===== config.mk =====
export PLATFORM = sky130hd
export DESIGN_NAME = fsm_counter_gen
export DESIGN_NICKNAME = d
export VERILOG_FILES = /design/src/rtl/fsm_counter_gen.sv
export SDC_FILE = /design/constraint.sdc
export NUM_CORES = 1
export LEC_CHECK = 0
export CAP_MARGIN = 25
export CORE_MARGIN = 4
export CORE_UTILIZATION = 54
export DETAILED_ROUTE_END_ITERATION = 16
export GPL_TIMING_DRIVEN = 0
export PLACE_DENSITY_LB_ADDON = 0.08
export SYNTH_ARGS = -nofsm -noshare
export SYNTH_HDL_FRONTEND = slang
export SYNTH_SLANG_ARGS = --single-unit

===== constraint.sdc =====
create_clock -name clk -period 3.77 [get_ports clk]
set_clock_uncertainty 0.2 [all_clocks]
set_input_delay 0.377 -clock clk [delete_from_list [all_inputs] [get_ports clk]]
set_output_delay 0.377 -clock clk [all_outputs]
set_load 0.005 [all_outputs]

===== src/rtl/fsm_counter_gen.sv =====
`default_nettype none
// ============================================================================
//  Module   : fsm_counter_gen
//  Purpose  : Parametrised up/down sequence generator with synchronous load,
//             count enable and three end-of-range modes (wrap, saturate,
//             ping-pong). Emits a registered one-cycle terminal-count pulse
//             and an effective-direction flag.
//  Revision : 1.0  initial release
// ----------------------------------------------------------------------------
//  Parameters
//    WIDTH    counter / data width in bits (>= 2)
//    MAX_VAL  highest legal count, range is 0..MAX_VAL
//    STEP     increment per enabled cycle (1..MAX_VAL)
//  Ports
//    clk   in   1      clock, rising edge
//    rst   in   1      synchronous reset, active-low
//    ce    in   1      count enable
//    load  in   1      synchronous load of data (ce not required)
//    up    in   1      commanded direction, 1 = up
//    mode  in   2      00 wrap, 01 saturate, 10 ping-pong, 11 as 00
//    data  in   WIDTH  load value (clamped to MAX_VAL)
//    seq   out  WIDTH  current count
//    tc    out  1      terminal-count pulse
//    dir   out  1      effective direction, 1 = up
// ============================================================================
module fsm_counter_gen #(
  parameter int WIDTH   = 4,
  parameter int MAX_VAL = 15,
  parameter int STEP    = 1
) (
  input  logic             clk,
  input  logic             rst,
  input  logic             ce,
  input  logic             load,
  input  logic             up,
  input  logic [1:0]       mode,
  input  logic [WIDTH-1:0] data,
  output logic [WIDTH-1:0] seq,
  output logic             tc,
  output logic             dir
);

  // Extended-width constants for bound comparisons (no silent overflow).
  localparam logic [WIDTH:0]   MAX_X  = (WIDTH+1)'(MAX_VAL);
  localparam logic [WIDTH:0]   STEP_X = (WIDTH+1)'(STEP);
  // WIDTH-bit constants for result arithmetic. Every result lies in
  // 0..MAX_VAL, so modular WIDTH-bit arithmetic yields the exact value even
  // when MAX_VAL+1 wraps to zero in WIDTH bits.
  localparam logic [WIDTH-1:0] MAX_W  = WIDTH'(MAX_VAL);
  localparam logic [WIDTH-1:0] STEP_W = WIDTH'(STEP);
  localparam logic [WIDTH-1:0] MOD_W  = WIDTH'(MAX_VAL + 1);

  localparam logic [1:0] MODE_SAT  = 2'b01;
  localparam logic [1:0] MODE_PING = 2'b10;

  typedef enum logic {
    RUN_DOWN = 1'b0,
    RUN_UP   = 1'b1
  } state_t;

  state_t           state, state_n;
  logic [WIDTH-1:0] seq_n;
  logic             tc_n;
  logic [WIDTH:0]   seq_x;
  logic [WIDTH:0]   sum_x;

  // State, count and pulse registers.
  always_ff @(posedge clk) begin
    if (!rst) begin
      state <= RUN_UP;
      seq   <= '0;
      tc    <= 1'b0;
    end else begin
      state <= state_n;
      seq   <= seq_n;
      tc    <= tc_n;
    end
  end

  // The state register always holds the effective direction: it follows
  // 'up' on load and on wrap/saturate counting edges, and is the ping-pong
  // FSM state otherwise.
  assign dir = (state == RUN_UP);

  always_comb begin
    seq_x   = {1'b0, seq};
    sum_x   = seq_x + STEP_X;
    state_n = state;
    seq_n   = seq;
    tc_n    = 1'b0;

    if (load) begin
      seq_n   = ({1'b0, data} > MAX_X) ? MAX_W : data;
      state_n = up ? RUN_UP : RUN_DOWN;
    end else if (ce) begin
      case (mode)
        MODE_SAT: begin
          state_n = up ? RUN_UP : RUN_DOWN;
          if (up) begin
            if (sum_x >= MAX_X) begin
              seq_n = MAX_W;
              tc_n  = (seq != MAX_W);   // no pulse while parked at the top
            end else begin
              seq_n = seq + STEP_W;
            end
          end else begin
            if (seq_x <= STEP_X) begin
              seq_n = '0;
              tc_n  = (seq != '0);      // no pulse while parked at zero
            end else begin
              seq_n = seq - STEP_W;
            end
          end
        end

        MODE_PING: begin
          if (state == RUN_UP) begin
            if (sum_x >= MAX_X) begin
              seq_n   = MAX_W;
              state_n = RUN_DOWN;
              tc_n    = 1'b1;
            end else begin
              seq_n = seq + STEP_W;
            end
          end else begin
            if (seq_x <= STEP_X) begin
              seq_n   = '0;
              state_n = RUN_UP;
              tc_n    = 1'b1;
            end else begin
              seq_n = seq - STEP_W;
            end
          end
        end

        default: begin  // wrap (00 and 11)
          state_n = up ? RUN_UP : RUN_DOWN;
          if (up) begin
            if (sum_x > MAX_X) begin
              seq_n = seq + STEP_W - MOD_W;
              tc_n  = 1'b1;
            end else begin
              seq_n = seq + STEP_W;
            end
          end else begin
            if (seq_x < STEP_X) begin
              seq_n = seq + MOD_W - STEP_W;
              tc_n  = 1'b1;
            end else begin
              seq_n = seq - STEP_W;
            end
          end
        end
      endcase
    end
  end

endmodule
`default_nettype wire


======== Word level (Yosys, flattened, before mapping) ========
Index checks and enable logic that the tools add are counted.
storage, ports and cells
  logic and storage cells ................. 42
  input bits .............................. 11
  register bits after elaboration ......... 6
operators by class
  add/subtract/negate cells ............... 3
  bitwise operators ....................... 2
  mux-type cells .......................... 24
  equal/unequal tests ..................... 3
  order comparisons ....................... 4
  reductions and logical operators ........ 3
operators by type and width
  kind                                                                                 count
  4-bit two-way mux                                                                    7
  1-bit two-way mux                                                                    15
  4-bit case mux with 2 select lines                                                   1
  4-bit by 1-bit adder with 5-bit output, second input constant                        1
  5-bit by 4-bit greater-or-equal comparator with 1-bit output, second input constant  1
  5-bit by 4-bit > comparator with 1-bit output, second input constant                 1
  4-bit by 1-bit adder with 4-bit output, second input constant                        1
  4-bit by 1-bit <= comparator with 1-bit output, second input constant                1
  4-bit by 1-bit less-than comparator with 1-bit output, second input constant         1
  4-bit != test, second input constant                                                 1
  4-bit nonzero test                                                                   1
  4-bit by 1-bit subtractor with 4-bit output, second input constant                   1
  3-bit OR reduction                                                                   1
  2-bit by 1-bit equality test with 1-bit output, second input constant                1
  2-bit equality test, second input constant                                           1
  1-bit NOT                                                                            2
  1-bit case mux with 2 select lines                                                   1
  2-bit nonzero test                                                                   1

======== Depth between registers and ports, before layout ========
Gate-level depths: netlist of run 1.
  depth after elaboration ................. 7
  depth in mapped cells ................... 7

======== Worst setup path after synthesis of run 1 ========
Ideal clock, no wire load.
  kind .................................... reg-to-reg
  start point ............................. register seq[0]
  end point ............................... register seq[0]
  library setup time ...................... 59 ps
  data arrival time ....................... 1757 ps
  buffers on the path ..................... 0
  slack ................................... 1754 ps
  data required time ...................... 3511 ps
  period minus slack after synthesis ...... 2016 ps
  cell stages (with the launch flop) ...... 8
  cells stage by stage .................... dfxtp_1 inv_1 ha_1 or2_1 a211o_1 a31oi_1 and2_1 a221o_1
between the ends
  word-level cells in the longest chain between the ends .. 7
  elaborated cells between the ends (all ways) .. 13
  classes of those cells .................. add/sub: 3; order compare: 2; mux: 8
ends and longest elaborated chain
  item                                                          line      RTL
  start: declaration                                            38        output logic [WIDTH-1:0] seq,
  start signal: assignment                                      75        seq <= seq_n;
  4-bit by 1-bit adder with 5-bit output                        87        sum_x = seq_x + STEP_X;
  5-bit by 4-bit greater-or-equal comparator with 1-bit output  100, 118
  4-bit two-way mux                                             100, 118
  4-bit two-way mux (on tied branches)                          117, 99
  4-bit case mux with 2 select lines (*)                        96        case (mode)
  4-bit two-way mux (*)                                         95        end else if (ce) begin
  4-bit two-way mux (*)                                         92        if (load) begin
Mark *: on every way between the ends. The rest lies on a longest branch, timed or not. The select of a mux whose other input is x is not followed.
A chain may end at the register's enable or synchronous reset.

======== Final worst setup path of run 1 ========
Same ends and word-level chain as after synthesis.

==> results.json, run 1 <==
{
  "ys_seq_area_frac": 0.142,
  "clkTransAtPathRegs_ps": 50,
  "drt_pass1_iterations": 4,
  "path_max_fanout": 9,
  "period_minus_slack_ps": 2310,
  "syn_inst": 118,
  "synth_fp_nets": 135,
  "postCtsResizedCells": 0,
  "cp-startpoint": "seq[0]",
  "status": "completed",
  "clockRootBuffer": "clkbuf_4",
  "ant_nets": 0,
  "worstMarginPinSlew_ps": 351,
  "worstSetupEndpointType": "flip-flop",
  "period_share": 0.613,
  "gp_congestion": 0.883,
  "syn_area_per_cell_sq_um": 7.19,
  "die-height_um": 47.6,
  "cts_max_path_buffers": 2,
  "num_rows": 14,
  "dp_hpwl_mm": 1.66,
  "cts_tree": "yes",
  "drc_errors": 0,
  "numCtsBuffers": 3,
  "die_w_um": 47.6,
  "hold_class": "primary input to flip-flop",
  "drtIter0Drc": 35,
  "worstSetupPathType": "flip-flop to flip-flop",
  "synth_common_cells": "nand2_1, o21ai_0, a21oi_1",
  "grt_remaining_overflow": 0,
  "grt_usage": 0.221,
  "route.vias.total": 964,
  "io_buffers": 15,
  "crit_end": "seq[0]",
  "required_ps": 3760,
  "arrival_ps": 2300,
  "viasPerCell": 6.34,
  "yosys.cell_types.count": 46,
  "synth_top_cell_by_area": "dfxtp_1",
  "synth_edf_count": 0,
  "synth-main-ff-cell": "dfxtp_1",
  "synthArstFlopShare": 0,
  "grt_pass1_vias": 878,
  "dp.cells": 149,
  "synth.most_common_cell": "nand2_1",
  "htree_levels": 1,
  "clock_latency_ps": 240,
  "io_pins": 17,
  "fin_cells": 152,
  "wl_met3_um": 135,
  "power_density_nw_per_um2": 250,
  "finalHoldViolCount": 0,
  "n_antenna_cell": 0,
  "area_growth_pct": 22.7,
  "post_cts_buffers": 0,
  "cts_hold_buf": 0,
  "r2r_setup_slack_ps": 1460,
  "rsz0062_at_grt": "no",
  "p_leak_nw": 0.394,
  "top_layer": "met4",
  "clock-sinks": 6,
  "fin_setup_tns_ps": 0,
  "utilization": 0.699,
  "slew_headroom": 0.766,
  "syn_area_sq_um": 848,
  "core_sq_um": 1490,
  "antenna_found_initial": 0,
  "finalSetupViolCount": 0,
  "drive_above_1_share": 0.110,
  "synth_top_area_share": 0.142,
  "r2r-end": "seq[0]",
  "synth_area_leaders": "dfxtp_1, ha_1, o21ai_0",
  "drv_cap": 0,
  "ir_worst_vdd_mv": 0.153,
  "timing.rr.start": "seq[0]",
  "die_area_sq_um": 2270,
  "fmax_ghz": 0.433,
  "start_kind": "flip-flop",
  "totalPowerFinal_mw": 0.260,
  "drv_slew": 0,
  "wl_met1_um": 974,
  "yosys_register_bits": 6,
  "rr_worst_depth": 7,
  "nets": 155,
  "start_util": 0.570,
  "yosys_warnings": 0,
  "wl_per_cell_um": 14.4,
  "wirelength_mm": 2.19,
  "grt_max_degree": 11,
  "grt_pass1_wl_mm": 3.68,
  "dr_wl_met2_mm": 1.02
}
[cells by family (layout without fill, tap and decap cells)]
family / count (synthesis) / count (layout) / share of synthesized area
compound gates: 48 / 48 / 0.394
simple gates: 42 / 42 / 0.270
buf+inv: 13 / 31 / 0.0723
fa+ha+maj: 6 / 6 / 0.0885
flops: 6 / 6 / 0.142
xor+xnor: 2 / 2 / 0.0207
mux: 1 / 1 / 0.0133
[sequential cells by signal, indices dropped and copies added, names as in the netlist]
register / cells
dir: 1
seq: 4
tc: 1
[cell usage in the layout (no fill, tap or decap), types with 2 or more instances in the layout]
cell	count
a21oi_1	10
a21oi_2	2
a22oi_1	4
a31oi_1	5
and2_1	4
buf_2	4
clkbuf_4	3
clkdlybuf4s50_1	15
dfxtp_1	6
ha_1	6
inv_1	7
nand2_1	12
nand2b_1	4
nor2_1	5
nor2b_1	2
nor3_1	3
o211ai_1	2
o21ai_0	11
xnor2_1	2
[metrics by stage]
step	setup WS [ps]	hold slack (ps)	area (sq um)
5_1_grt	1280	399	1040
3_3_place_gp	1390	355	1020
2_1_floorplan	1750	310	848
6_report	1460	370	1040
4_1_cts	1490	372	1040
3_5_place_dp	1380	382	1020
[how the worst min path moves through the flow]
| stage | startpoint | end | depth (start not counted) |
|---|---|---|---|
| 3_3_place_gp | dir | dir | 1 |
| 3_5_place_dp | dir | dir | 1 |
| 6_report | load | seq[3] | 3 |
| 5_1_grt | load | seq[3] | 3 |
| 4_1_cts | load | seq[3] | 3 |
| 2_1_floorplan | rst | seq[2] | 1 |
[report_power, final]
| part | switching (mW) | total [mW] | leakage [nW] | internal (mW) |
|---|---|---|---|---|
| clock network | 0.0222 | 0.0581 | 0.0138 | 0.0359 |
| registers | 0.00932 | 0.0784 | 0.0496 | 0.0690 |
| logic | 0.0649 | 0.124 | 0.331 | 0.0587 |
| total | 0.0964 | 0.260 | 0.394 | 0.164 |
[critical path: stages (launching register included)]
cell and delay, ps:
dfxtp_1 520, inv_1 200, ha_1 300, or2_1 290
a211o_1 270, a31oi_1 210, and2_1 150, a221o_1 120
[metal layers]
metal | GRT usage | vias to the layer above
met2 | 0.364 | 41
met1 | 0.280 | 440
met4 | 0.0753 | 0
met5 | 0 | -
met3 | 0.0526 | 4
li1 | - | 479
[cell type report]
cell class / count / area [sq um]
plain buffers: 6 / 35.0
fillers: 129 / 448
well taps: 16 / 20.0
multi-input cells: 99 / 667
flip-flops and latches: 6 / 120
clock buffers: 3 / 22.5
repair buffers: 15 / 150
inverters: 7 / 26.3
No activity file was read; power rests on OpenSTA's default activity.
==> run 2: changes to the inputs <==
Settings changed: CORE_UTILIZATION 54 to 50.
Clock period 3.77 ns to 2.35 ns, I/O delays scaled along.
==> run 2 against run 1 <==
Compared with the run above: die area is 6.6% higher; via count is 1.7% higher; non-clock buffer count stayed put; power is 62% higher; first-iteration DRC count is 17% lower; setup slack worse by 1300 ps; critical endpoint unchanged.
==> results.json, run 2 (synthesis gave the netlist of run 1 again) <==
{
  "fin_cells": 152,
  "io_buffers": 15,
  "numCtsBuffers": 3,
  "period_minus_slack_ps": 2200,
  "slew_headroom": 0.761,
  "fin_area_sq_um": 1040,
  "cts_hold_buf": 0,
  "n_antenna_cell": 0,
  "drtIter0Drc": 29,
  "fmax_ghz": 0.454,
  "die_area_sq_um": 2420,
  "route.vias.total": 980,
  "fin_setup_tns_ps": 0,
  "viasPerCell": 6.45,
  "area_growth_pct": 22.9,
  "hold_class": "primary input to flip-flop",
  "drv_cap": 0,
  "wl_per_cell_um": 14.9,
  "layout_common_cells": "clkdlybuf4s50_1, nand2_1, o21ai_0, a21oi_1, inv_1",
  "worstSetupPathType": "flip-flop to flip-flop",
  "htree_levels": 1,
  "dp_slack_ps": 59.1,
  "clkTransAtPathRegs_ps": 50,
  "fin_ws_ps": 147,
  "regMostFlops": "seq",
  "start_util": 0.544,
  "p_leak_nw": 0.394,
  "antenna_found_initial": 0,
  "period_share": 0.937,
  "clock-sinks": 6,
  "worstSetupEndpointType": "flip-flop",
  "ir_worst_vdd_mv": 0.245,
  "grt_max_degree": 11,
  "start_kind": "flip-flop",
  "clock_latency_ps": 240,
  "rsz0062_at_grt": "no",
  "worstMarginPinSlew_ps": 359,
  "largest_reg_flops": 4,
  "dp_hpwl_mm": 1.73,
  "drt_pass1_iterations": 4,
  "grt_usage": 0.191,
  "drv_slew": 0,
  "finalHoldViolCount": 0,
  "die-height_um": 49.2,
  "dpl_cell_area_sq_um": 1020,
  "grt_remaining_overflow": 0,
  "die_w_um": 49.2,
  "grt_pass1_vias": 823,
  "finalHoldWorstSlack_ps": 263,
  "clockRootBuffer": "clkbuf_4",
  "gp_congestion": 0.875,
  "dp.cells": 149,
  "finalSetupViolCount": 0,
  "nets": 155,
  "drc_errors": 0,
  "mostFrequentLayoutCell": "clkdlybuf4s50_1",
  "arrival_ps": 2180,
  "io_pins": 17,
  "status": "completed",
  "num_rows": 14,
  "cts_max_path_buffers": 2,
  "power_density_nw_per_um2": 404,
  "path_max_fanout": 10,
  "core_sq_um": 1560,
  "wirelength_mm": 2.26,
  "grt_pass1_wl_mm": 3.71,
  "ant_nets": 0,
  "drive_above_1_share": 0.118,
  "cts_tree": "yes",
  "required_ps": 2330
}
==> run 2: cell types whose count changed in the layout (fill, tap and decap cells not counted) <==
cell / change
dfxtp_1: -1
dfxtp_2: +1
==> run 2: worst paths after layout <==
kind,startpoint,endpoint,slack (ps),cells after the start
setup / recovery,seq[1],seq[0],150,7
hold reg to reg,dir,dir,370,1
setup reg to reg,seq[1],seq[0],150,7
hold / removal,load,seq[3],260,3
==> run 2: critical path: stages (launching register included) <==
cell     delay (ps)
dfxtp_1         510
inv_1           110
ha_1            250
or2_1           300
a211o_1         270
a31oi_1         220
and2_1          150
a221o_1         130
==> run 2: final cells by class <==
type	count	area (sq um)
plain buffers	6	35.0
clock buffers	3	22.5
fillers	151	517
inverters	7	26.3
multi-input cells	99	667
flip-flops and latches	6	121
well taps	16	20.0
repair buffers	15	150
==> run 2: per-layer routing <==
metal  part of all wire  vias to the layer above  global-route usage  wire length [um]
met2               0.47                       31               0.290              1060
met3              0.048                        6              0.0398               108
li1                   -                      475                   -                 -
met4             0.0097                        0              0.0474                22
met5                  0                        -                   0                 0
met1               0.47                      468               0.270              1070
==> run 2: through the flow <==
stage	total power, mW	utilization
CTS	0.420	0.668
global route	0.457	0.669
floorplan	0.256	-
detailed placement	0.322	0.653
finish	0.421	0.669
global placement	0.319	0.653
==> run 2: repair_timing <==
action / 4_1_cts / 5_1_grt
gates resized for setup: 0 / 1
buffers inserted: 0 / 0
endpoints found under the setup margin: 0 / 2
==> run 2: power breakdown <==
part / switching [mW] / leakage (nW) / internal, mW / total (mW)
combinational: 0.105 / 0.331 / 0.0940 / 0.199
clock: 0.0385 / 0.0138 / 0.0579 / 0.0964
sequential: 0.0144 / 0.0499 / 0.111 / 0.125
total: 0.158 / 0.394 / 0.263 / 0.421
